**src/rtl/divide_pkg.sv**
```systemverilog
// Shared definitions for the shift-subtract divider: default widths,
// state encoding and the step-counter width helper.
package divide_pkg;

  localparam int unsigned DIVIDEND_W_DEF = 16;
  localparam int unsigned DIVISOR_W_DEF  = 8;

  // 2'b11 is unused; the FSM treats it as IDLE.
  typedef enum logic [1:0] {
    ST_IDLE = 2'b00,
    ST_RUN  = 2'b01,
    ST_DONE = 2'b10
  } state_e;

  // Width of the step counter, never below one bit.
  function automatic int unsigned cnt_w(input int unsigned w);
    return (w <= 2) ? 1 : $clog2(w);
  endfunction

endpackage

```
**src/rtl/divide_if.sv**
```systemverilog
// Request/result bundle for the divider.
//   master : Start, Dividend, Divisor out; Busy, Done, DivZero, Quotient, Remainder in
//   slave  : the reverse
interface divide_if
  import divide_pkg::*;
#(
  parameter int unsigned DIVIDEND_W = DIVIDEND_W_DEF,
  parameter int unsigned DIVISOR_W  = DIVISOR_W_DEF
) ();

  logic                  Start;
  logic [DIVIDEND_W-1:0] Dividend;
  logic [DIVISOR_W-1:0]  Divisor;
  logic                  Busy;
  logic                  Done;
  logic                  DivZero;
  logic [DIVIDEND_W-1:0] Quotient;
  logic [DIVISOR_W-1:0]  Remainder;

  modport master (
    output Start, Dividend, Divisor,
    input  Busy, Done, DivZero, Quotient, Remainder
  );

  modport slave (
    input  Start, Dividend, Divisor,
    output Busy, Done, DivZero, Quotient, Remainder
  );

endinterface

```
**src/rtl/div_step.sv**
```systemverilog
// One restoring divide step (combinational).
//   r_in   : current partial remainder (DIVISOR_W+1 bits)
//   bit_in : next dividend bit shifted in
//   d      : divisor
//   r_out  : next partial remainder
//   q_bit  : resolved quotient bit
module div_step #(
  parameter int unsigned DIVISOR_W = 8
) (
  input  logic [DIVISOR_W:0]   r_in,
  input  logic                 bit_in,
  input  logic [DIVISOR_W-1:0] d,
  output logic [DIVISOR_W:0]   r_out,
  output logic                 q_bit
);

  localparam int unsigned RW = DIVISOR_W + 1;
  localparam int unsigned TW = DIVISOR_W + 2;

  logic [TW-1:0] t;
  logic [TW-1:0] d_ext;

  // The full partial remainder is shifted in; its MSB is always zero, so
  // this matches the narrower {r[W-1:0], bit} form while keeping every bit live.
  assign t     = {r_in, bit_in};
  assign d_ext = TW'(d);

  // Compare/subtract: keep the difference when it does not underflow.
  always_comb begin
    r_out = RW'(t);
    q_bit = 1'b0;
    if (t >= d_ext) begin
      r_out = RW'(t - d_ext);
      q_bit = 1'b1;
    end
  end

endmodule

```
**src/rtl/divide.sv**
```systemverilog
// Sequential restoring divider: one quotient bit per clock, registered
// results with a one-cycle Done pulse.
//   CLK_in : clock, rising edge
//   RST_in : asynchronous active-high reset
//   bus    : divide_if slave (Start/Dividend/Divisor in; Busy/Done/DivZero/Quotient/Remainder out)
module divide
  import divide_pkg::*;
#(
  parameter int unsigned DIVIDEND_W = DIVIDEND_W_DEF,
  parameter int unsigned DIVISOR_W  = DIVISOR_W_DEF
) (
  input  logic     CLK_in,
  input  logic     RST_in,
  divide_if.slave  bus
);

  localparam int unsigned COUNT_W = cnt_w(DIVIDEND_W);

  state_e                state_q, state_d;
  logic [COUNT_W-1:0]    count_q, count_d;
  logic [DIVIDEND_W-1:0] q_q, q_d;
  logic [DIVISOR_W:0]    r_q, r_d;
  logic [DIVISOR_W-1:0]  d_q, d_d;
  logic                  zflag_q, zflag_d;
  logic                  busy_q, busy_d;
  logic                  done_q, done_d;
  logic                  div_zero_q, div_zero_d;
  logic [DIVIDEND_W-1:0] quotient_q, quotient_d;
  logic [DIVISOR_W-1:0]  remainder_q, remainder_d;

  logic [DIVISOR_W:0]    r_next;
  logic                  q_bit;

  div_step #(.DIVISOR_W(DIVISOR_W)) u_step (
    .r_in   (r_q),
    .bit_in (q_q[DIVIDEND_W-1]),
    .d      (d_q),
    .r_out  (r_next),
    .q_bit  (q_bit)
  );

  // Next-state and datapath update.
  always_comb begin
    state_d     = state_q;
    count_d     = count_q;
    q_d         = q_q;
    r_d         = r_q;
    d_d         = d_q;
    zflag_d     = zflag_q;
    busy_d      = 1'b0;
    done_d      = 1'b0;
    div_zero_d  = div_zero_q;
    quotient_d  = quotient_q;
    remainder_d = remainder_q;

    unique case (state_q)
      ST_RUN: begin
        busy_d  = 1'b1;
        q_d     = {q_q[DIVIDEND_W-2:0], q_bit};
        r_d     = r_next;
        count_d = count_q + COUNT_W'(1);
        if (count_q == COUNT_W'(DIVIDEND_W - 1)) begin
          state_d = ST_DONE;
        end
      end
      ST_DONE: begin
        busy_d      = 1'b1;
        done_d      = 1'b1;
        quotient_d  = q_q;
        remainder_d = r_q[DIVISOR_W-1:0];
        div_zero_d  = zflag_q;
        state_d     = ST_IDLE;
      end
      default: begin
        // busy_q is still high during the Done cycle, which blocks a Start there.
        if (bus.Start && !busy_q) begin
          q_d     = bus.Dividend;
          r_d     = '0;
          d_d     = bus.Divisor;
          zflag_d = (bus.Divisor == '0);
          count_d = '0;
          busy_d  = 1'b1;
          state_d = ST_RUN;
        end else begin
          state_d = ST_IDLE;
        end
      end
    endcase
  end

  // State and output registers.
  always_ff @(posedge CLK_in or posedge RST_in) begin
    if (RST_in) begin
      state_q     <= ST_IDLE;
      count_q     <= '0;
      q_q         <= '0;
      r_q         <= '0;
      d_q         <= '0;
      zflag_q     <= 1'b0;
      busy_q      <= 1'b0;
      done_q      <= 1'b0;
      div_zero_q  <= 1'b0;
      quotient_q  <= '0;
      remainder_q <= '0;
    end else begin
      state_q     <= state_d;
      count_q     <= count_d;
      q_q         <= q_d;
      r_q         <= r_d;
      d_q         <= d_d;
      zflag_q     <= zflag_d;
      busy_q      <= busy_d;
      done_q      <= done_d;
      div_zero_q  <= div_zero_d;
      quotient_q  <= quotient_d;
      remainder_q <= remainder_d;
    end
  end

  assign bus.Busy      = busy_q;
  assign bus.Done      = done_q;
  assign bus.DivZero   = div_zero_q;
  assign bus.Quotient  = quotient_q;
  assign bus.Remainder = remainder_q;

endmodule

```
**src/flat_wrapper.sv**
```systemverilog
// flat-port wrapper written by rule: the top's interface ports become plain ports
module divide_flat import divide_pkg::*;
#(
  parameter int unsigned DIVIDEND_W = DIVIDEND_W_DEF,
  parameter int unsigned DIVISOR_W  = DIVISOR_W_DEF
)
  (CLK_in, RST_in, bus_Start, bus_Dividend, bus_Divisor, bus_Busy, bus_Done, bus_DivZero, bus_Quotient, bus_Remainder);
  divide_if #(.DIVIDEND_W(DIVIDEND_W), .DIVISOR_W(DIVISOR_W)) bus_i ();
  input  logic CLK_in;
  input  logic RST_in;
  input wire logic [$bits(bus_i.Start)-1:0] bus_Start;
  input wire logic [$bits(bus_i.Dividend)-1:0] bus_Dividend;
  input wire logic [$bits(bus_i.Divisor)-1:0] bus_Divisor;
  output wire logic [$bits(bus_i.Busy)-1:0] bus_Busy;
  output wire logic [$bits(bus_i.Done)-1:0] bus_Done;
  output wire logic [$bits(bus_i.DivZero)-1:0] bus_DivZero;
  output wire logic [$bits(bus_i.Quotient)-1:0] bus_Quotient;
  output wire logic [$bits(bus_i.Remainder)-1:0] bus_Remainder;
  assign bus_i.Start = bus_Start;
  assign bus_i.Dividend = bus_Dividend;
  assign bus_i.Divisor = bus_Divisor;
  assign bus_Busy = bus_i.Busy;
  assign bus_Done = bus_i.Done;
  assign bus_DivZero = bus_i.DivZero;
  assign bus_Quotient = bus_i.Quotient;
  assign bus_Remainder = bus_i.Remainder;
  divide #(.DIVIDEND_W(DIVIDEND_W), .DIVISOR_W(DIVISOR_W)) u_core (.CLK_in(CLK_in), .RST_in(RST_in), .bus(bus_i));
endmodule
```
**config.mk**
```make
export PLATFORM = sky130hd
export DESIGN_NAME = divide_flat
export DESIGN_NICKNAME = d
export VERILOG_FILES = /design/src/rtl/divide_pkg.sv /design/src/rtl/divide_if.sv /design/src/rtl/div_step.sv /design/src/rtl/divide.sv /design/src/flat_wrapper.sv
export SDC_FILE = /design/constraint.sdc
export NUM_CORES = 1
export LEC_CHECK = 0
export ABC_AREA = 1
export BUFFER_PORTS_ARGS = -buffer_cell sky130_fd_sc_hd__buf_2
export CORE_UTILIZATION = 43
export CTS_BUF_LIST = sky130_fd_sc_hd__clkbuf_16
export DETAILED_ROUTE_END_ITERATION = 8
export GPL_ROUTABILITY_DRIVEN = 0
export PLACE_DENSITY = 0.66
export REMOVE_ABC_BUFFERS = 1
export SYNTH_ARGS = -nofsm -noshare
export SYNTH_HDL_FRONTEND = slang
export SYNTH_SLANG_ARGS = --single-unit
```
**constraint.sdc**
```tcl
create_clock -name CLK_in -period 3.5 [get_ports CLK_in]
set_input_delay 0.175 -clock CLK_in [delete_from_list [all_inputs] [get_ports CLK_in]]
set_output_delay 0.175 -clock CLK_in [all_outputs]
set_load 0.01 [all_outputs]
```
==> results.cfg <==
[setup_path]
regToRegSetupSlack_ps = 1240
startpoint = u_core.state_q[0]
r2r_start = u_core.state_q[0]
cpMaxStageDelayCell = inv_1
end_kind = register
rr_worst_depth = 7
slowest_delay_ps = 480
cp_common_cell = inv_1
critPathArrivalTime_ps = 2460
r2r-end = u_core.r_q[8]
path_class = register to register
required_ps = 3700
cp_max_fo = 21
startpoint_type = register
worstPathCellList = ha_1 -> inv_1 -> nor2_2 -> inv_1 -> nor2_1 -> a22oi_1 -> o21ai_1

[final_layout]
stdcell_count = 535
fillers = 703
nNetsFinal = 471
areaGrowthSynthToFinish_pct = 19.5
finalInstanceArea_um2 = 3920
drive_above_1_share = 0.200
diodes = 0
fin_util = 0.535

[global_routing]
grt_antenna_before_repair = 0
grt_usage = 0.193
grt_pass1_vias = 2444
grt_max_degree = 49
overflow = 0
grt_pass1_wl_um = 11500

[floorplan]
die_y_um = 89.3
dieArea_um2 = 7980
rows = 31
start_util = 0.448
pin_count = 54
coreArea_um2 = 7330
die_width_um = 89.3

[clocking]
h-tree-depth = 3
clockBufferDepth = 2
clkTransAtPathRegs_ps = 50
tritoncts = yes
clk_latency_ps = 330
clock_sinks = 67
cts-root-buf = clkbuf_16
post_cts_buffers = 0
numCtsBuffers = 9

[timing]
tightest_slew_ps = 655
hold_viol_final = 0
setup_violations = 0
rsz0062_at_grt = no
skew_ps = 6.01
fin_setup_tns_ps = 0
relSlewSlack = 0.563
finalCritPeriodShare = 0.646
timing.final.max_slew_violations = 0
fin_hold_ws_ps = 57.6
period_minus_slack_ps = 2260
clock.fmax_mhz = 442

[detailed_routing]
routed_via_density = 4.96
dr.pass1.iters = 4
drtIter0Drc = 117
wire_per_inst_um = 13.2
drc = 0
ant_nets = 0
num_vias = 2655
wl_um = 7040

[logic_synthesis]
synth_ff_type = dfrtp_1
synth-seq-cells = 67
synthesis.area_um2 = 3280
yosysSeqAreaShare = 0.511
netlist_instances = 378
synthArstFlopShare = 1.00
ys_types = 31
synth_edf_count = 0
ys.warnings.count = 0
avgSynthCellArea_um2 = 8.68

[min_path]
hold-path-cell-count = 2
worstHoldStart = bus_Divisor[1]
hold_path_class = primary input to register
holdPathEnd = u_core.zflag_q

[placement]
port_buffers = 53
dp.cells = 519
hpwl_um = 5020
place_area_um2 = 3620

[power]
p_per_area_nw_per_um2 = 914
leakage_nw = 2.04
ir_drop_mv = 0.418

[run_status]
status = finished, final reports clean

[job]
cap_violations = 0
Yosys cell counts (2+ instances only):
cell type / count / area (um^2)
nand2_1: 93 / 349
dfrtp_1: 67 / 1680
inv_1: 58 / 218
nand3_1: 31 / 155
o21ai_0: 27 / 135
o221ai_1: 15 / 131
nor2_1: 13 / 48.8
ha_1: 11 / 138
nand4_1: 10 / 62.6
a21oi_1: 9 / 45.0
buf_2: 9 / 45.0
nand2_2: 4 / 25.0
a21oi_2: 3 / 26.3
clkbuf_1: 3 / 11.3
nor2_2: 3 / 18.8
xnor2_1: 3 / 26.3
inv_2: 2 / 7.51
nand2_4: 2 / 22.5
o31ai_1: 2 / 15.0
xor2_1: 2 / 17.5
power breakdown:
group,internal [mW],total (mW),switching (mW)
sequential,1.00,1.13,0.122
combinational,0.567,1.59,1.02
clock,0.541,0.867,0.326
cells by family after synthesis:
group	count (synthesis)	synth area share
and+or+nand+nor	159	0.220
adders and majority gates	12	0.0481
buffers and inverters	74	0.0892
AOI/OAI and AO/OA	61	0.119
DFF	67	0.511
xor gates and xnor gates	5	0.0134
worst max-delay path by stage:
stage | endpoint | slack (ps) | cells past startpoint
final | u_core.r_q[8] | 1240 | 7
after global routing | u_core.q_q[11] | 1020 | 6
after CTS | u_core.r_q[8] | 1240 | 7
after detailed placement | u_core.r_q[8] | 1270 | 7
after global placement | u_core.r_q[8] | 1340 | 7
after floorplan | u_core.r_q[8] | 1250 | 7
stage by stage:
stage | power, mW | setup slack [ps]
after floorplan | 2.35 | 1250
after global placement | 2.66 | 1340
after detailed placement | 2.72 | 1270
after CTS | 3.60 | 1240
after global routing | 3.89 | 1020
final | 3.58 | 1240
critical path, delay by kind of cell, from the launching register on:
kind,cells,cell delay [ps]
fa+ha+maj,1,220
simple gates,2,320
flops,1,400
buf+inv,2,950
compound gates,2,240
what timing repair did:
item | in CTS | in global routing
endpoints found under the hold margin | 31 | 0
hold buffers | 1 | 0
gates resized for setup | 0 | 0
registers in the layout, summed over array words and instances (netlist names):
name and flops:
u_core.count_q 4, u_core.bus.Done 1, u_core.bus.Busy 1, u_core.q_q 16, u_core.bus.Quotient 16, u_core.bus.Remainder 8, u_core.zflag_q 1, u_core.bus.DivZero 1
u_core.r_q 9, u_core.d_q 8, u_core.state_q 2
area by class of cell:
| cell class | count | area (um^2) | share of cell area |
|---|---|---|---|
| Clock inverter | 6 | 58.8 | 0.0150 |
| Timing Repair Buffer | 57 | 298 | 0.0760 |
| Sequential cell | 67 | 1680 | 0.428 |
| Tap cell | 99 | 124 | 0.0316 |
| Inverter | 60 | 225 | 0.0575 |
| Clock buffer | 9 | 225 | 0.0575 |
| Multi-Input combinational cell | 237 | 1310 | 0.335 |
layout by cell type (no fill, tap or decap), drive strengths merged, types with 2 or more instances in the layout:
cell type  instances
clkinvlp           2
nor2              17
nand3             31
nand2             99
clkbuf             9
xor2               2
o21ai             28
o221ai            15
ha                11
buf               56
a21oi             12
nand4             11
dfrtp             67
o31ai              2
xnor2              3
inv               61
clkinv             2
routing by layer:
layer  global-route usage  vias up  routed length [um]
met4               0.0563        0                  53
li1                     -     1345                   -
met2                0.321       59                3390
met1                0.251     1246                3340
met3               0.0499        5                 265
met5                    0        -                   0
(Power assumes the default switching activity.)
